$ cat config.mk
export PLATFORM = sky130hd
export DESIGN_NAME = ctech_lib_clk_gate_seq_flat
export DESIGN_NICKNAME = d
export VERILOG_FILES = /design/src/rtl/ctech_lib_clk_gate_seq_pkg.sv /design/src/rtl/ctech_lib_clk_gate_seq_if.sv /design/src/rtl/ctech_lib_clk_gate.sv /design/src/rtl/ctech_lib_clk_gate_seq_rr.sv /design/src/rtl/ctech_lib_clk_gate_seq.sv /design/src/flat_wrapper.sv
export SDC_FILE = /design/constraint.sdc
export NUM_CORES = 1
export LEC_CHECK = 0
export ABC_CLOCK_PERIOD_IN_PS = 6500
export CORE_ASPECT_RATIO = 1.5
export CORE_MARGIN = 1.5
export CORE_UTILIZATION = 30
export CTS_CLUSTER_SIZE = 25
export DETAILED_ROUTE_END_ITERATION = 6
export GPL_TIMING_DRIVEN = 1
export HOLD_SLACK_MARGIN = 0.03
export SLEW_MARGIN = 20
export SYNTH_ARGS = -nofsm -noshare
export SYNTH_HDL_FRONTEND = slang
export SYNTH_SLANG_ARGS = --single-unit
$ cat constraint.sdc
create_clock -name clk -period 6.5 [get_ports clk]
set_input_delay 1.95 -clock clk [delete_from_list [all_inputs] [get_ports clk]]
set_output_delay 1.95 -clock clk [all_outputs]
set_load 0.005 [all_outputs]
$ cat src/rtl/ctech_lib_clk_gate_seq_pkg.sv
// Shared types, width helpers and parameter legality checks for the
// ctech_lib_clk_gate_seq clock-gating sequencer.
package ctech_lib_clk_gate_seq_pkg;

  localparam logic [0:0] ST_SCAN = 1'b0;
  localparam logic [0:0] ST_HOLD = 1'b1;

  typedef enum logic [0:0] {
    SCAN = ST_SCAN,
    HOLD = ST_HOLD
  } state_e;

  // Stagger and dwell counters share one width sized for the larger limit.
  function automatic int unsigned cnt_w(input int unsigned stagger, input int unsigned dwell);
    int unsigned m;
    m = (stagger > dwell) ? stagger : dwell;
    return $clog2(m + 1);
  endfunction

  function automatic int unsigned ptr_w(input int unsigned n);
    return (n <= 1) ? 1 : $clog2(n);
  endfunction

  function automatic bit params_ok(input int unsigned n, input int unsigned stagger,
                                   input int unsigned dwell);
    return (n >= 1) && (n <= 32) && (stagger >= 1) && (dwell >= 1);
  endfunction

endpackage

$ cat src/rtl/ctech_lib_clk_gate_seq_if.sv
// Request/applied-enable bundle between power-management control (master)
// and the clock-gating sequencer (slave).
interface ctech_lib_clk_gate_seq_if #(
  parameter int unsigned NUM_CH = 4
);
  logic [NUM_CH-1:0] req_en;
  logic [NUM_CH-1:0] clk_en;
  logic [NUM_CH-1:0] gclk;
  logic              busy;

  modport master (output req_en, input clk_en, input gclk, input busy);
  modport slave  (input req_en, output clk_en, output gclk, output busy);
endinterface

$ cat src/rtl/ctech_lib_clk_gate.sv
// Latch-based clock-gate cell: enable (or test-enable) captured while clk is
// low, so gclk never glitches when the enable changes during the high phase.
module ctech_lib_clk_gate (
  input  logic i_clk,
  input  logic i_en,
  input  logic i_te,
  output logic o_gclk
);
  logic r_en_lat;

  always_latch begin
    if (!i_clk) r_en_lat = i_en | i_te;
  end

  assign o_gclk = i_clk & r_en_lat;
endmodule

$ cat src/rtl/ctech_lib_clk_gate_seq_rr.sv
// Round-robin picker: first set bit of i_elig searching upward from i_ptr,
// wrapping at NUM_CH-1 -> 0.
module ctech_lib_clk_gate_seq_rr
  import ctech_lib_clk_gate_seq_pkg::*;
#(
  parameter int unsigned NUM_CH = 4,
  localparam int unsigned PW = ptr_w(NUM_CH)
) (
  input  logic [NUM_CH-1:0] i_elig,
  input  logic [PW-1:0]     i_ptr,
  output logic [PW-1:0]     o_grant,
  output logic              o_valid
);
  logic [PW:0] w_idx;

  // i_ptr < NUM_CH and offset < NUM_CH, so one conditional subtract wraps.
  always_comb begin
    o_valid = 1'b0;
    o_grant = '0;
    w_idx   = '0;
    for (int unsigned i = 0; i < NUM_CH; i++) begin
      w_idx = {1'b0, i_ptr} + (PW+1)'(i);
      if (w_idx >= (PW+1)'(NUM_CH)) w_idx = w_idx - (PW+1)'(NUM_CH);
      if (!o_valid && i_elig[w_idx[PW-1:0]]) begin
        o_valid = 1'b1;
        o_grant = w_idx[PW-1:0];
      end
    end
  end
endmodule

$ cat src/rtl/ctech_lib_clk_gate_seq.sv
// Multi-channel clock-gating sequencer: one enable change per stagger window,
// minimum per-channel dwell. Macro CTECH_LIB_CLK_GATE_SEQ_SCAN_UNGATE_EN adds
// the fscan_clkungate port driving every gate cell's test-enable.
module ctech_lib_clk_gate_seq
  import ctech_lib_clk_gate_seq_pkg::*;
#(
  parameter int unsigned NUM_CH      = 4,
  parameter int unsigned STAGGER_CYC = 2,
  parameter int unsigned MIN_DWELL   = 4
) (
  input  logic clk,
  input  logic rst_b,
`ifdef CTECH_LIB_CLK_GATE_SEQ_SCAN_UNGATE_EN
  input  logic fscan_clkungate,
`endif
  ctech_lib_clk_gate_seq_if.slave bus
);
  localparam int unsigned CW = cnt_w(STAGGER_CYC, MIN_DWELL);
  localparam int unsigned PW = ptr_w(NUM_CH);
  localparam logic [CW-1:0] DW_SAT   = CW'(MIN_DWELL - 1);
  localparam logic [CW-1:0] STG_LOAD = CW'(STAGGER_CYC - 1);

  if (!params_ok(NUM_CH, STAGGER_CYC, MIN_DWELL)) begin : g_bad_params
    $error("ctech_lib_clk_gate_seq: illegal NUM_CH/STAGGER_CYC/MIN_DWELL");
  end

  state_e            r_state;
  logic [CW-1:0]     r_stg;
  logic [PW-1:0]     r_rr;
  logic [NUM_CH-1:0] r_clk_en;
  logic [CW-1:0]     r_dwell [NUM_CH];

  logic [NUM_CH-1:0] w_pending;
  logic [NUM_CH-1:0] w_elig;
  logic [PW-1:0]     w_grant;
  logic              w_gvalid;
  logic [PW-1:0]     w_rr_next;
  logic [NUM_CH-1:0] w_gclk;
  logic              w_te;

  assign w_pending = bus.req_en ^ r_clk_en;

  // A dwell counter parked at DW_SAT means the next toggle lands at least
  // MIN_DWELL edges after the previous one.
  always_comb begin
    w_elig = '0;
    for (int unsigned k = 0; k < NUM_CH; k++) begin
      w_elig[k] = w_pending[k] && (r_dwell[k] == DW_SAT);
    end
  end

  ctech_lib_clk_gate_seq_rr #(
    .NUM_CH (NUM_CH)
  ) u_rr (
    .i_elig  (w_elig),
    .i_ptr   (r_rr),
    .o_grant (w_grant),
    .o_valid (w_gvalid)
  );

  assign w_rr_next = (w_grant == PW'(NUM_CH - 1)) ? '0 : w_grant + PW'(1);

  always_ff @(posedge clk) begin
    if (!rst_b) begin
      r_state  <= SCAN;
      r_stg    <= '0;
      r_rr     <= '0;
      r_clk_en <= '0;
      for (int unsigned k = 0; k < NUM_CH; k++) r_dwell[k] <= DW_SAT;
    end else begin
      for (int unsigned k = 0; k < NUM_CH; k++) begin
        if (r_dwell[k] != DW_SAT) r_dwell[k] <= r_dwell[k] + CW'(1);
      end
      case (r_state)
        SCAN: begin
          if (w_gvalid) begin
            r_clk_en[w_grant] <= ~r_clk_en[w_grant];
            r_dwell[w_grant]  <= '0;
            r_rr              <= w_rr_next;
            if (STAGGER_CYC > 1) begin
              r_stg   <= STG_LOAD;
              r_state <= HOLD;
            end
          end
        end
        HOLD: begin
          r_stg <= r_stg - CW'(1);
          if (r_stg == CW'(1)) r_state <= SCAN;
        end
        default: r_state <= SCAN;
      endcase
    end
  end

  // Masked during reset so busy reads 0 while the enables are being forced off.
  assign bus.busy   = rst_b & ((r_state == HOLD) | (|w_pending));
  assign bus.clk_en = r_clk_en;

`ifdef CTECH_LIB_CLK_GATE_SEQ_SCAN_UNGATE_EN
  assign w_te = fscan_clkungate;
`else
  assign w_te = 1'b0;
`endif

  for (genvar k = 0; k < NUM_CH; k++) begin : g_cg
    ctech_lib_clk_gate u_cg (
      .i_clk  (clk),
      .i_en   (r_clk_en[k]),
      .i_te   (w_te),
      .o_gclk (w_gclk[k])
    );
  end

  assign bus.gclk = w_gclk;
endmodule

$ cat src/flat_wrapper.sv
// flat-port wrapper written by rule: the top's interface ports become plain ports
module ctech_lib_clk_gate_seq_flat import ctech_lib_clk_gate_seq_pkg::*;
#(
  parameter int unsigned NUM_CH      = 4,
  parameter int unsigned STAGGER_CYC = 2,
  parameter int unsigned MIN_DWELL   = 4
)
  (clk, rst_b, bus_req_en, bus_clk_en, bus_gclk, bus_busy);
  ctech_lib_clk_gate_seq_if #(.NUM_CH(NUM_CH)) bus_i ();
  input  logic clk;
  input  logic rst_b;
  input wire logic [$bits(bus_i.req_en)-1:0] bus_req_en;
  output wire logic [$bits(bus_i.clk_en)-1:0] bus_clk_en;
  output wire logic [$bits(bus_i.gclk)-1:0] bus_gclk;
  output wire logic [$bits(bus_i.busy)-1:0] bus_busy;
  assign bus_i.req_en = bus_req_en;
  assign bus_clk_en = bus_i.clk_en;
  assign bus_gclk = bus_i.gclk;
  assign bus_busy = bus_i.busy;
  ctech_lib_clk_gate_seq #(.NUM_CH(NUM_CH), .STAGGER_CYC(STAGGER_CYC), .MIN_DWELL(MIN_DWELL)) u_core (.clk(clk), .rst_b(rst_b), .bus(bus_i));
endmodule
==> run summary <==
drt pass-1 iters - 4
worst-path fanout max - 1
initial antenna violation count - 0
hold path cells - 2
num ports - 15
Final Setup Violations - 0
Design Area, Final - 1800 um2
most frequent cells in the layout - 22 x dfxtp_1, 18 x inv_1, 14 x ha_1, 11 x nand2_1
die area - 5580 um2
Post-synth top flop - dfxtp_1
Switching Share - 0.431
setup bufs post-CTS - 0
Worst-Margin Slew - 513 ps
cell area after synthesis - 1540 um2
Critical Path Start Type - latch
CP Data Arrival Time - 4380 ps
reported net switching power - 451 uW
row count - 31
routed wire length - 3.00 mm
first-pass GRT wire length - 4.91 mm
Post-DP Area - 1680 um2
commonest non-fill, non-tap cell in the layout - dfxtp_1
vias per std cell - 4.96
P_int - 595 uW
syn_area_per_cell - 9.17 um2
Max transition margin - 0.658
Synth cell types - 37
Max Cap Violations - 0
leak pwr - 0.715 nW
Final nets - 197
largest net degree at the start of global routing - 23
Clock Skew - 6.56 ps
GR Overflow Total - 0
CP Data Required Time - 4550 ps
via count - 1206
GP Congestion - 0.752
Post-synth EDFFs - 0
core area - 4890 um2
Synth warnings - 0
Hold-fix buffers, CTS - 0
Clk pwr share - 0.214
Cells after Synth - 168
setup TNS - 0 ps
Hold Crit Class - reg -> reg
combinational fraction of design power - 0.521
status - finished, final reports clean
IR drop worst, VDD - 154 uV
Initial Utilization - 0.315
gr usage total - 0.118
post-cts resize count - 4
Iter 0 DRT Violations - 83
power per cell area - 580 nW/um2
final antenna-violating net count - 0
ant diodes - 0
worst-skew pair later-pin latency - 380 ps
Final Hold Viols - 0
Final Max Tran Viols - 0
Die Y - 90.8 um
CTS tree - done
Yosys reg bits - 26
Syn-to-layout area delta - 17.1%
DRC violations left - 0
vias in the first global route - 1132
placed wire-length estimate - 2.10 mm
CTS clk-pin slew, worst paths - 100 ps
layout cells sized above 1 - 0.136
Critical Path End Type - primary output
syn_nets - 188
ys async rst share - 0
die span in x - 61.5 um
DR WL/cell - 12.4 um
Reg power frac - 0.265
worst reg2reg path depth - 0
number of I/O port buffers - 14
unrepaired setup endpoints after global routing - no
crit path kind - latch -> out
-- area by class of cell --
class | count | area, um2
Fill cell | 521 | 3080
Multi-Input combinational cell | 109 | 881
Sequential cell | 26 | 500
Clock buffer | 12 | 135
Timing Repair Buffer | 11 | 108
Tap cell | 66 | 82.6
Inverter | 18 | 67.6
Clock inverter | 1 | 30.0
-- metrics by stage --
| step | hold slack [ps] | utilization | cells | total power [mW] | setup slack [ps] |
|---|---|---|---|---|---|
| 5_1_grt | 513 | 0.369 | 243 | 1.15 | 118 |
| 4_1_cts | 498 | 0.369 | 243 | 1.06 | 157 |
| 6_report | 490 | 0.369 | 243 | 1.05 | 171 |
| 3_3_place_gp | 469 | 0.344 | 234 | 0.834 | 347 |
| 3_5_place_dp | 471 | 0.344 | 234 | 0.842 | 340 |
| 2_1_floorplan | 449 | - | 168 | 0.733 | 733 |
-- synthesized netlist by cell type, types with 3 or more instances --
| library cell | instances | area share |
|---|---|---|
| o21ai_1 | 10 | 0.032 |
| buf_2 | 4 | 0.013 |
| and2_1 | 5 | 0.020 |
| ha_1 | 14 | 0.11 |
| clkbuf_1 | 3 | 0.0073 |
| a31oi_1 | 5 | 0.020 |
| mux2i_1 | 6 | 0.039 |
| dfxtp_1 | 22 | 0.29 |
| buf_4 | 8 | 0.039 |
| xor2_1 | 6 | 0.034 |
| nand2_1 | 11 | 0.027 |
| a211oi_2 | 4 | 0.032 |
| dlxtn_1 | 4 | 0.039 |
| nor2_1 | 6 | 0.015 |
| inv_1 | 18 | 0.044 |
| o21ai_0 | 10 | 0.032 |
| nor2b_1 | 4 | 0.016 |
-- critical path, stage by stage (launching register included) --
cell and delay, ps:
dlxtn_1 390, and2_1 110, dlygate4sd2_1 230
-- power groups by stage --
stage	clock network [mW]	registers, mW	logic (mW)
6_report	0.224	0.277	0.545
5_1_grt	0.241	0.286	0.620
4_1_cts	0.232	0.278	0.549
3_5_place_dp	0.0191	0.281	0.542
3_3_place_gp	0.0191	0.280	0.535
2_1_floorplan	0.0160	0.259	0.458
-- worst paths after layout --
kind / from / endpoint / slack, ps
worst min-delay path: u_core.r_stg[2] / u_core.r_stg[2] / 490
worst min register to register: u_core.r_stg[2] / u_core.r_stg[2] / 490
worst max-delay path: u_core.g_cg[2].u_cg.r_en_lat / bus_gclk[2] / 170
worst max register to register: u_core.bus.clk_en[1] / u_core.g_cg[1].u_cg.r_en_lat / 2760
-- per-layer routing --
| metal | GRT usage | part of all wire | vias up |
|---|---|---|---|
| met5 | 0 | 0 | - |
| met4 | 0.128 | 0.053 | 0 |
| met3 | 0.0172 | 0.040 | 16 |
| met2 | 0.180 | 0.52 | 45 |
| met1 | 0.122 | 0.39 | 548 |
| li1 | - | - | 597 |
-- kinds of logic after synthesis --
| group | synth area share |
|---|---|
| multiplexers | 0.0390 |
| latches | 0.0390 |
| AO/OA/AOI/OAI | 0.253 |
| buffers and inverters | 0.103 |
| XOR/XNOR | 0.0666 |
| flip-flops | 0.286 |
| adder cells (fa/ha/maj) | 0.114 |
| AND/OR/NAND/NOR | 0.0991 |
-- state kept, by name, summed over array words and instances, names as in the netlist --
| signal | flops |
|---|---|
| u_core.r_dwell | 12 |
| u_core.bus.clk_en | 4 |
| u_core.g_cg.u_cg.r_en_lat | 4 |
| u_core.r_stg | 3 |
| u_core.r_rr | 2 |
| u_core.r_state | 1 |
Note: power is estimated with default switching activity, not from simulation.
